[config.mk]
export PLATFORM = sky130hd
export DESIGN_NAME = clock_time_counter
export DESIGN_NICKNAME = d
export VERILOG_FILES = /design/src/rtl/clock_time_counter.sv
export SDC_FILE = /design/constraint.sdc
export NUM_CORES = 1
export LEC_CHECK = 0
export CORE_ASPECT_RATIO = 0.6
export CORE_MARGIN = 8
export CORE_UTILIZATION = 52
export CTS_BUF_LIST = sky130_fd_sc_hd__clkbuf_8
export DETAILED_ROUTE_END_ITERATION = 7
export GPL_TIMING_DRIVEN = 1
export PLACE_DENSITY_LB_ADDON = 0.25
export SLEW_MARGIN = 15
export SYNTH_ARGS = -nofsm -noshare
export SYNTH_HDL_FRONTEND = slang
export SYNTH_SLANG_ARGS = --single-unit
[constraint.sdc]
create_clock -name clk -period 1.7 [get_ports clk]
set_input_delay 0.255 -clock clk [delete_from_list [all_inputs] [get_ports clk]]
set_output_delay 0.255 -clock clk [all_outputs]
set_load 0.1 [all_outputs]
[src/rtl/clock_time_counter.sv]
// ============================================================================
// clock_time_counter
// ----------------------------------------------------------------------------
// Timekeeping core for the digital clock. It divides clk down to a 1 Hz tick
// and keeps a 24-hour time of day (00:00:00 - 23:59:59). Hours and minutes can
// be set by hand from push-button pulses while in SET mode.
//
// Parameters:
//   CLK_HZ   - input clock frequency; one second spans CLK_HZ cycles
//   PRESC_W  - prescaler width; 2**PRESC_W must exceed CLK_HZ-1
//
// Ports:
//   clk       in   system clock
//   reset     in   synchronous, active-high reset
//   run_en    in   1 = time advances, 0 = paused (RUN only)
//   set_mode  in   1 = SET mode, 0 = RUN mode
//   inc_hour  in   one-cycle pulse, hours+1 (SET only)
//   inc_min   in   one-cycle pulse, minutes+1 (SET only)
//   hours     out  0-23, binary
//   minutes   out  0-59, binary
//   seconds   out  0-59, binary
//   sec_tick  out  one-cycle pulse coincident with each seconds update
//   day_roll  out  one-cycle pulse when the time wraps to 00:00:00
// ============================================================================
module clock_time_counter #(
    parameter int CLK_HZ  = 50_000_000,
    parameter int PRESC_W = 26
) (
    input  logic       clk,
    input  logic       reset,
    input  logic       run_en,
    input  logic       set_mode,
    input  logic       inc_hour,
    input  logic       inc_min,
    output logic [4:0] hours,
    output logic [5:0] minutes,
    output logic [5:0] seconds,
    output logic       sec_tick,
    output logic       day_roll
);

    localparam logic ST_RUN = 1'b0;
    localparam logic ST_SET = 1'b1;

    localparam logic [PRESC_W-1:0] LP_PRESC_TC = PRESC_W'(CLK_HZ - 1);

    logic               r_state;
    logic [PRESC_W-1:0] r_presc;
    logic [4:0]         r_hours;
    logic [5:0]         r_minutes;
    logic [5:0]         r_seconds;
    logic               r_sec_tick;
    logic               r_day_roll;

    logic               w_state_next;
    logic               w_presc_tc;
    logic               w_sec_wrap;
    logic               w_min_wrap;
    logic               w_hour_wrap;

    // The mode applied on an edge is the next state, so a switch into SET on
    // a terminal-count cycle suppresses that tick and clears seconds at once.
    always_comb begin
        w_state_next = r_state;
        case (r_state)
            ST_RUN:  if (set_mode)  w_state_next = ST_SET;
            ST_SET:  if (!set_mode) w_state_next = ST_RUN;
            default: w_state_next = ST_RUN;
        endcase
    end

    assign w_presc_tc  = (r_presc   == LP_PRESC_TC);
    assign w_sec_wrap  = (r_seconds == 6'd59);
    assign w_min_wrap  = (r_minutes == 6'd59);
    assign w_hour_wrap = (r_hours   == 5'd23);

    always_ff @(posedge clk) begin
        if (reset) begin
            r_state    <= ST_RUN;
            r_presc    <= '0;
            r_hours    <= '0;
            r_minutes  <= '0;
            r_seconds  <= '0;
            r_sec_tick <= 1'b0;
            r_day_roll <= 1'b0;
        end else begin
            r_state    <= w_state_next;
            r_sec_tick <= 1'b0;
            r_day_roll <= 1'b0;

            if (w_state_next == ST_SET) begin
                // Holding the prescaler at zero makes the first tick after
                // leaving SET land exactly one full second later.
                r_presc   <= '0;
                r_seconds <= '0;
                if (inc_hour) begin
                    r_hours <= w_hour_wrap ? '0 : r_hours + 5'd1;
                end
                if (inc_min) begin
                    r_minutes <= w_min_wrap ? '0 : r_minutes + 6'd1;
                end
            end else if (run_en) begin
                if (w_presc_tc) begin
                    r_presc    <= '0;
                    r_sec_tick <= 1'b1;
                    if (w_sec_wrap) begin
                        r_seconds <= '0;
                        if (w_min_wrap) begin
                            r_minutes <= '0;
                            if (w_hour_wrap) begin
                                r_hours    <= '0;
                                r_day_roll <= 1'b1;
                            end else begin
                                r_hours <= r_hours + 5'd1;
                            end
                        end else begin
                            r_minutes <= r_minutes + 6'd1;
                        end
                    end else begin
                        r_seconds <= r_seconds + 6'd1;
                    end
                end else begin
                    r_presc <= r_presc + PRESC_W'(1);
                end
            end
        end
    end

    assign hours    = r_hours;
    assign minutes  = r_minutes;
    assign seconds  = r_seconds;
    assign sec_tick = r_sec_tick;
    assign day_roll = r_day_roll;

endmodule

==> results of run 1 <==
area by class of cell:
class	count	share of cell area
clock buffer	6	0.02404
clock inverter	2	0.01056
inverter	4	0.004372
multi-input combinational	187	0.4091
sequential	45	0.2765
tap	60	0.02186
timing repair buffer	77	0.2536
metrics by stage:
step / hold WS [ns] / setup WS [ns] / power, mW / TNS (ns)
after detailed placement: 0.4935 / -0.4438 / 1.236 / -9.172
after floorplan: 0.4026 / -0.1353 / 1.161 / -0.1853
after CTS: 0.5059 / -0.03482 / 2.098 / -0.09155
final: 0.5006 / -0.04710 / 2.112 / -0.1655
after global routing: 0.5563 / -0.1420 / 2.179 / -0.8955
after global placement: 0.4813 / -0.2870 / 1.231 / -5.479
final timing paths:
kind,end,depth (start not counted)
worst max-delay path,hours[3],7
worst min-delay path,hours[1],2
worst max register to register,hours[3],7
worst min register to register,hours[1],2
Yosys cell counts (all sizes together), types with 2 or more instances:
cell type / number / area share
a21oi: 4 / 0.0090
and2: 8 / 0.022
and3: 11 / 0.031
and4: 9 / 0.035
buf: 8 / 0.020
clkbuf: 2 / 0.0034
dfxtp: 45 / 0.40
ha: 4 / 0.022
inv: 3 / 0.0050
mux2i: 6 / 0.027
nand2: 16 / 0.027
nand3: 16 / 0.036
nand4: 14 / 0.042
nor2: 36 / 0.060
nor2b: 2 / 0.0056
nor3: 4 / 0.0090
nor3b: 2 / 0.0067
nor4b: 4 / 0.035
o21ai: 5 / 0.013
o22ai: 2 / 0.0056
or3: 2 / 0.0056
xnor2: 5 / 0.020
xor2: 25 / 0.098
worst reg2reg max path, stage by stage, from the launching register on:
cell	delay, ns
dfxtp_4	0.37
ha_4	0.16
nor2b_4	0.16
and4_1	0.23
nor4b_4	0.32
buf_4	0.23
o21ai_2	0.06
mux2i_1	0.11
kinds of logic after synthesis:
family,synth area share
AND/OR/NAND/NOR,0.3335
flip-flops,0.4029
XOR/XNOR,0.1175
AO/OA/AOI/OAI,0.05988
buffers and inverters,0.03022
multiplexers,0.03357
adder cells (fa/ha/maj),0.02238
where the power goes:
group,internal (mW),leakage (nW),switching (mW)
Sequential,1.04,0.375,0.00816
Clock,0.480,0.0617,0.402
Combinational,0.0728,1.02,0.104
Total,1.60,1.45,0.514
timing repair:
action | in CTS | in global routing
setup buffers | 0 | 1
pin swaps | 7 | 6
cloned | 0 | 1
setup endpoints to repair | 10 | 26
resized for setup | 18 | 11
hold endpoints to repair | 0 | 0
state kept, by name, indices dropped and copies added, names as in the netlist:
name,cells
day_roll,1
seconds,6
hours,5
minutes,6
sec_tick,1
r_presc,26
metal layers:
metal / global-route usage / up-vias
li1: - / 1023
met4: 0.05607 / 0
met5: 0 / -
met1: 0.2517 / 1054
met3: 0.05717 / 8
met2: 0.3177 / 76
==> flow_summary.ini, run 1 <==
[global_route]
globalRouteTotalUtil = 0.1974
grt_antenna_before_repair = 0
grt_pass1_vias = 2169
wire_length_of_the_first_global_routing_pass_mm = 10.41
grt_max_degree = 27
gr-total-overflow = 0

[cells_and_area]
seq_area_um2 = 949.7
antennaDiodeCount = 0
stdcell_count = 381
final_cell_mix = buf_4 (50), nor2_1 (35), dfxtp_1 (28), xor2_1 (25), buf_12 (21)
footprint_of_the_multi_input_gates_mm2 = 0.001405
final_common_cell = buf_4
drive_above_1_share = 0.3832
flow.area_growth_from_synthesis_pct = 53.61
filler_cell_count = 213
finalCoreUtilization = 0.8333
finalInstanceArea_mm2 = 0.003435
finalNetCount = 330

[yosys]
share_of_synthesized_registers_carrying_an_async_set_or_reset = 0
synth.cell_area_mm2 = 0.002236
postSynthRegisterBits = 45
synth_seq_area_share = 0.4029
synth_warnings = 0
postSynth.topFlopCell = dfxtp_1
synth.lib_cells_used.distinct = 42
synthesis.instances = 246
number_of_flops_mapped_to_enable_cells_by_yosys = 0
synthesis.nets = 256
syn-mean-instance-area_um2 = 9.089

[power]
power_density_mw_per_mm2 = 614.8
leakagePower_nw = 1.451
worst_ir_drop_vdd_v = 0.0006335

[routing]
drtIter0Drc = 122
met2WireLength_mm = 3.132
wl_met3_um = 422
met1Wirelength_mm = 3.059
ant_nets = 0
totalWireLength_mm = 6.660
highest-signal-layer = met4
post_drt_wl_per_cell_um = 17.48
dr.pass1.iters = 5
vias_per_cell = 5.672
num_vias = 2161
drt_drc_violations_left = 0

[sta]
timing_hold_violations_final = 0
final.period_utilization = 1.028
unrepaired_setup_endpoints_after_global_routing = yes
post-route-worst-setup-slack_ns = -0.04710
timing.fmax_ghz = 0.5724
slew_violations = 0
finClkSkew_ns = 0.007358
period_minus_slack_ns = 1.747
worst-slew-pin-transition_ns = 0.4305
report.final.setup_viol = 6
max-slew-margin-rel = 0.7121

[worst_hold_path]
hp-start = hours[1]
hold_path_class = reg2reg

[critical_path]
critical_path_required_ns = 1.90
worst_r2r_startpoint = minutes[1]
worst-path-buf-inv = 1
nature_of_the_critical_path_endpoint = flop
crit_path_max_incr_delay_ns = 0.37
worst-setup-path-type = reg2reg
path_delay_family = simple AND/OR/NAND/NOR gates
critPathArrivalTime_ns = 1.95
crit_chain = ha_4 -> nor2b_4 -> and4_1 -> nor4b_4 -> buf_4 -> o21ai_2 -> mux2i_1
critical_path.slowest_cell = dfxtp_4
r2r_slack_ns = -0.05
timing.critical_path.fanout_max = 4
worst_setup_startpoint = minutes[1]
nature_of_the_critical_path_startpoint = flop

[place]
detailed_place_hpwl_mm = 4.503
dp_cells = 371
placed_area_mm2 = 0.003162
gp_congestion = 0.8291
port_buffers = 24

[status]
run_status = finished, violations left
violations_in_the_final_reports = negative setup slack

[clock_tree]
ctsHtreeMaxLevel = 2
cts_buffer_depth = 2
cts.sink_count = 45
library_cell_used_as_clock_root_buffer = clkbuf_8
postCtsHoldBufs = 0
cts.reportedPaths.clkPinSlew_ns = 0.09
clkLatencyLatePin_ns = 0.31
cts_tree = yes
cts_buffers = 5

[floorplanning]
fp.dieH_um = 66.79
initial_utilization = 0.5425
placement_rows = 18
boundaryPins = 25
fp.coreArea_mm2 = 0.004121
fp.dieArea_mm2 = 0.006723
chip_width_um = 100.7

[flow_run]
drv_cap = 0
Note: power is estimated with default switching activity, not from simulation.
==> run 2, diff against run 1 <==
Settings changed: CORE_UTILIZATION 52 to 60.
Clock period 1.7 ns to 2.2 ns, I/O delays scaled along.
==> flow_summary.ini, run 2 (synthesis results as in run 1) <==
[critical_path]
worst-path-buf-inv = 0
nature_of_the_critical_path_startpoint = flop
critPathArrivalTime_ns = 2.20
worst_r2r_startpoint = r_presc[7]
path_delay_family = simple AND/OR/NAND/NOR gates
worst-setup-path-type = reg2reg
critical_path.slowest_cell = and4_1
critical_path_required_ns = 2.43
crit_chain = nor3b_1 -> and4_1 -> nand4b_4 -> a2111oi_2 -> a31o_1
timing.critical_path.fanout_max = 6
crit_path_max_incr_delay_ns = 0.44
worst_setup_startpoint = r_presc[7]
nature_of_the_critical_path_endpoint = flop

[sta]
max-slew-margin-rel = 0.7245
timing_hold_violations_final = 0
slew_violations = 0
post-route-worst-setup-slack_ns = 0.2288
report.final.setup_viol = 0
worst-slew-pin-transition_ns = 0.4119
unrepaired_setup_endpoints_after_global_routing = no
timing.fmax_ghz = 0.5073
hold_ws_ns = 0.4931
period_minus_slack_ns = 1.971
finClkSkew_ns = 0.008484
final.period_utilization = 0.8960
setup_total_negative_slack_ns = 0

[cells_and_area]
filler_cell_count = 279
final_common_cell = nor2_1
flow.area_growth_from_synthesis_pct = 16.73
top_register = r_presc
antennaDiodeCount = 0
final_cell_mix = nor2_1 (36), dfxtp_1 (35), buf_4 (27), xor2_1 (25)
finalNetCount = 286
drive_above_1_share = 0.1949
number_of_flip_flops_under_the_largest_register_name = 26

[routing]
drt_drc_violations_left = 0
totalWireLength_mm = 4.694
vias_per_cell = 5.667
dr.pass1.iters = 4
ant_nets = 0
num_vias = 1836
post_drt_wl_per_cell_um = 14.49
drtIter0Drc = 109

[global_route]
wire_length_of_the_first_global_routing_pass_mm = 8.155
gr-total-overflow = 0
grt_antenna_before_repair = 0
grt_pass1_vias = 1673
grt_max_degree = 27
globalRouteTotalUtil = 0.1656

[floorplanning]
fp.dieH_um = 63.29
fp.dieArea_mm2 = 0.006000
boundaryPins = 25
chip_width_um = 94.81
placement_rows = 17
fp.coreArea_mm2 = 0.003616
initial_utilization = 0.6183

[status]
run_status = complete, no violations

[clock_tree]
cts_buffers = 5
ctsHtreeMaxLevel = 2
cts.reportedPaths.clkPinSlew_ns = 0.08
cts_buffer_depth = 2
ctsResizeCount = 0
cts.sink_count = 45
clkLatencyLatePin_ns = 0.29
post-cts-setup-buffer-count = 0
library_cell_used_as_clock_root_buffer = clkbuf_8
cts_tree = yes
postCtsHoldBufs = 0

[place]
gp_congestion = 0.8986
port_buffers = 24
dp_slack_ns = 0.09030
detailed_place_hpwl_mm = 3.435

[worst_hold_path]
hp-start = hours[4]
hold_path_class = reg2reg

[power]
power_density_mw_per_mm2 = 536.5
leakagePower_nw = 1.101
worst_ir_drop_vdd_v = 0.0004264

[flow_run]
drv_cap = 0
run 2: layout make-up:
| class | count | area (um2) | area share |
|---|---|---|---|
| Tap cell | 47 | 58.81 | 0.02253 |
| Multi-Input combinational cell | 187 | 1267 | 0.4856 |
| Clock buffer | 5 | 68.82 | 0.02637 |
| Inverter | 4 | 15.01 | 0.005753 |
| Timing Repair Buffer | 33 | 272.8 | 0.1045 |
| Sequential cell | 45 | 913.4 | 0.3500 |
| Clock inverter | 3 | 13.76 | 0.005273 |
run 2: tightest hold or removal path: cells and delay by family, from the launching register on:
family | cells | cell delay [ns]
AND/OR/NAND/NOR | 1 | 0.06
multiplexers | 1 | 0.06
flip-flops | 1 | 0.34
run 2: worst paths after layout:
kind | end | slack (ns) | cells after the start
max | minutes[5] | 0.23 | 5
min | hours[4] | 0.49 | 2
max reg2reg | minutes[5] | 0.23 | 5
min reg2reg | hours[4] | 0.49 | 2
run 2: per-stage QoR:
step | power (mW) | cell area [um2] | utilization | instances
after floorplan | 0.9076 | 2248 | - | 246
after global placement | 0.9406 | 2527 | 0.6990 | 316
after detailed placement | 0.9417 | 2527 | 0.6990 | 316
after CTS | 1.419 | 2610 | 0.7218 | 324
final | 1.400 | 2610 | 0.7218 | 324
after global routing | 1.456 | 2610 | 0.7218 | 324
run 2: routing by layer:
| metal | up-vias | global-route usage | share of wire |
|---|---|---|---|
| li1 | 933 | - | - |
| met5 | - | 0 | 0 |
| met4 | 0 | 0.03482 | 0.0070 |
| met3 | 4 | 0.04965 | 0.072 |
| met1 | 846 | 0.2483 | 0.51 |
| met2 | 53 | 0.2211 | 0.41 |
run 2: power breakdown:
group	switching [mW]	internal [mW]	total, mW	leakage [nW]
clock	0.261	0.216	0.477	0.0491
sequential	0.00726	0.819	0.826	0.368
combinational	0.0649	0.0320	0.0969	0.684
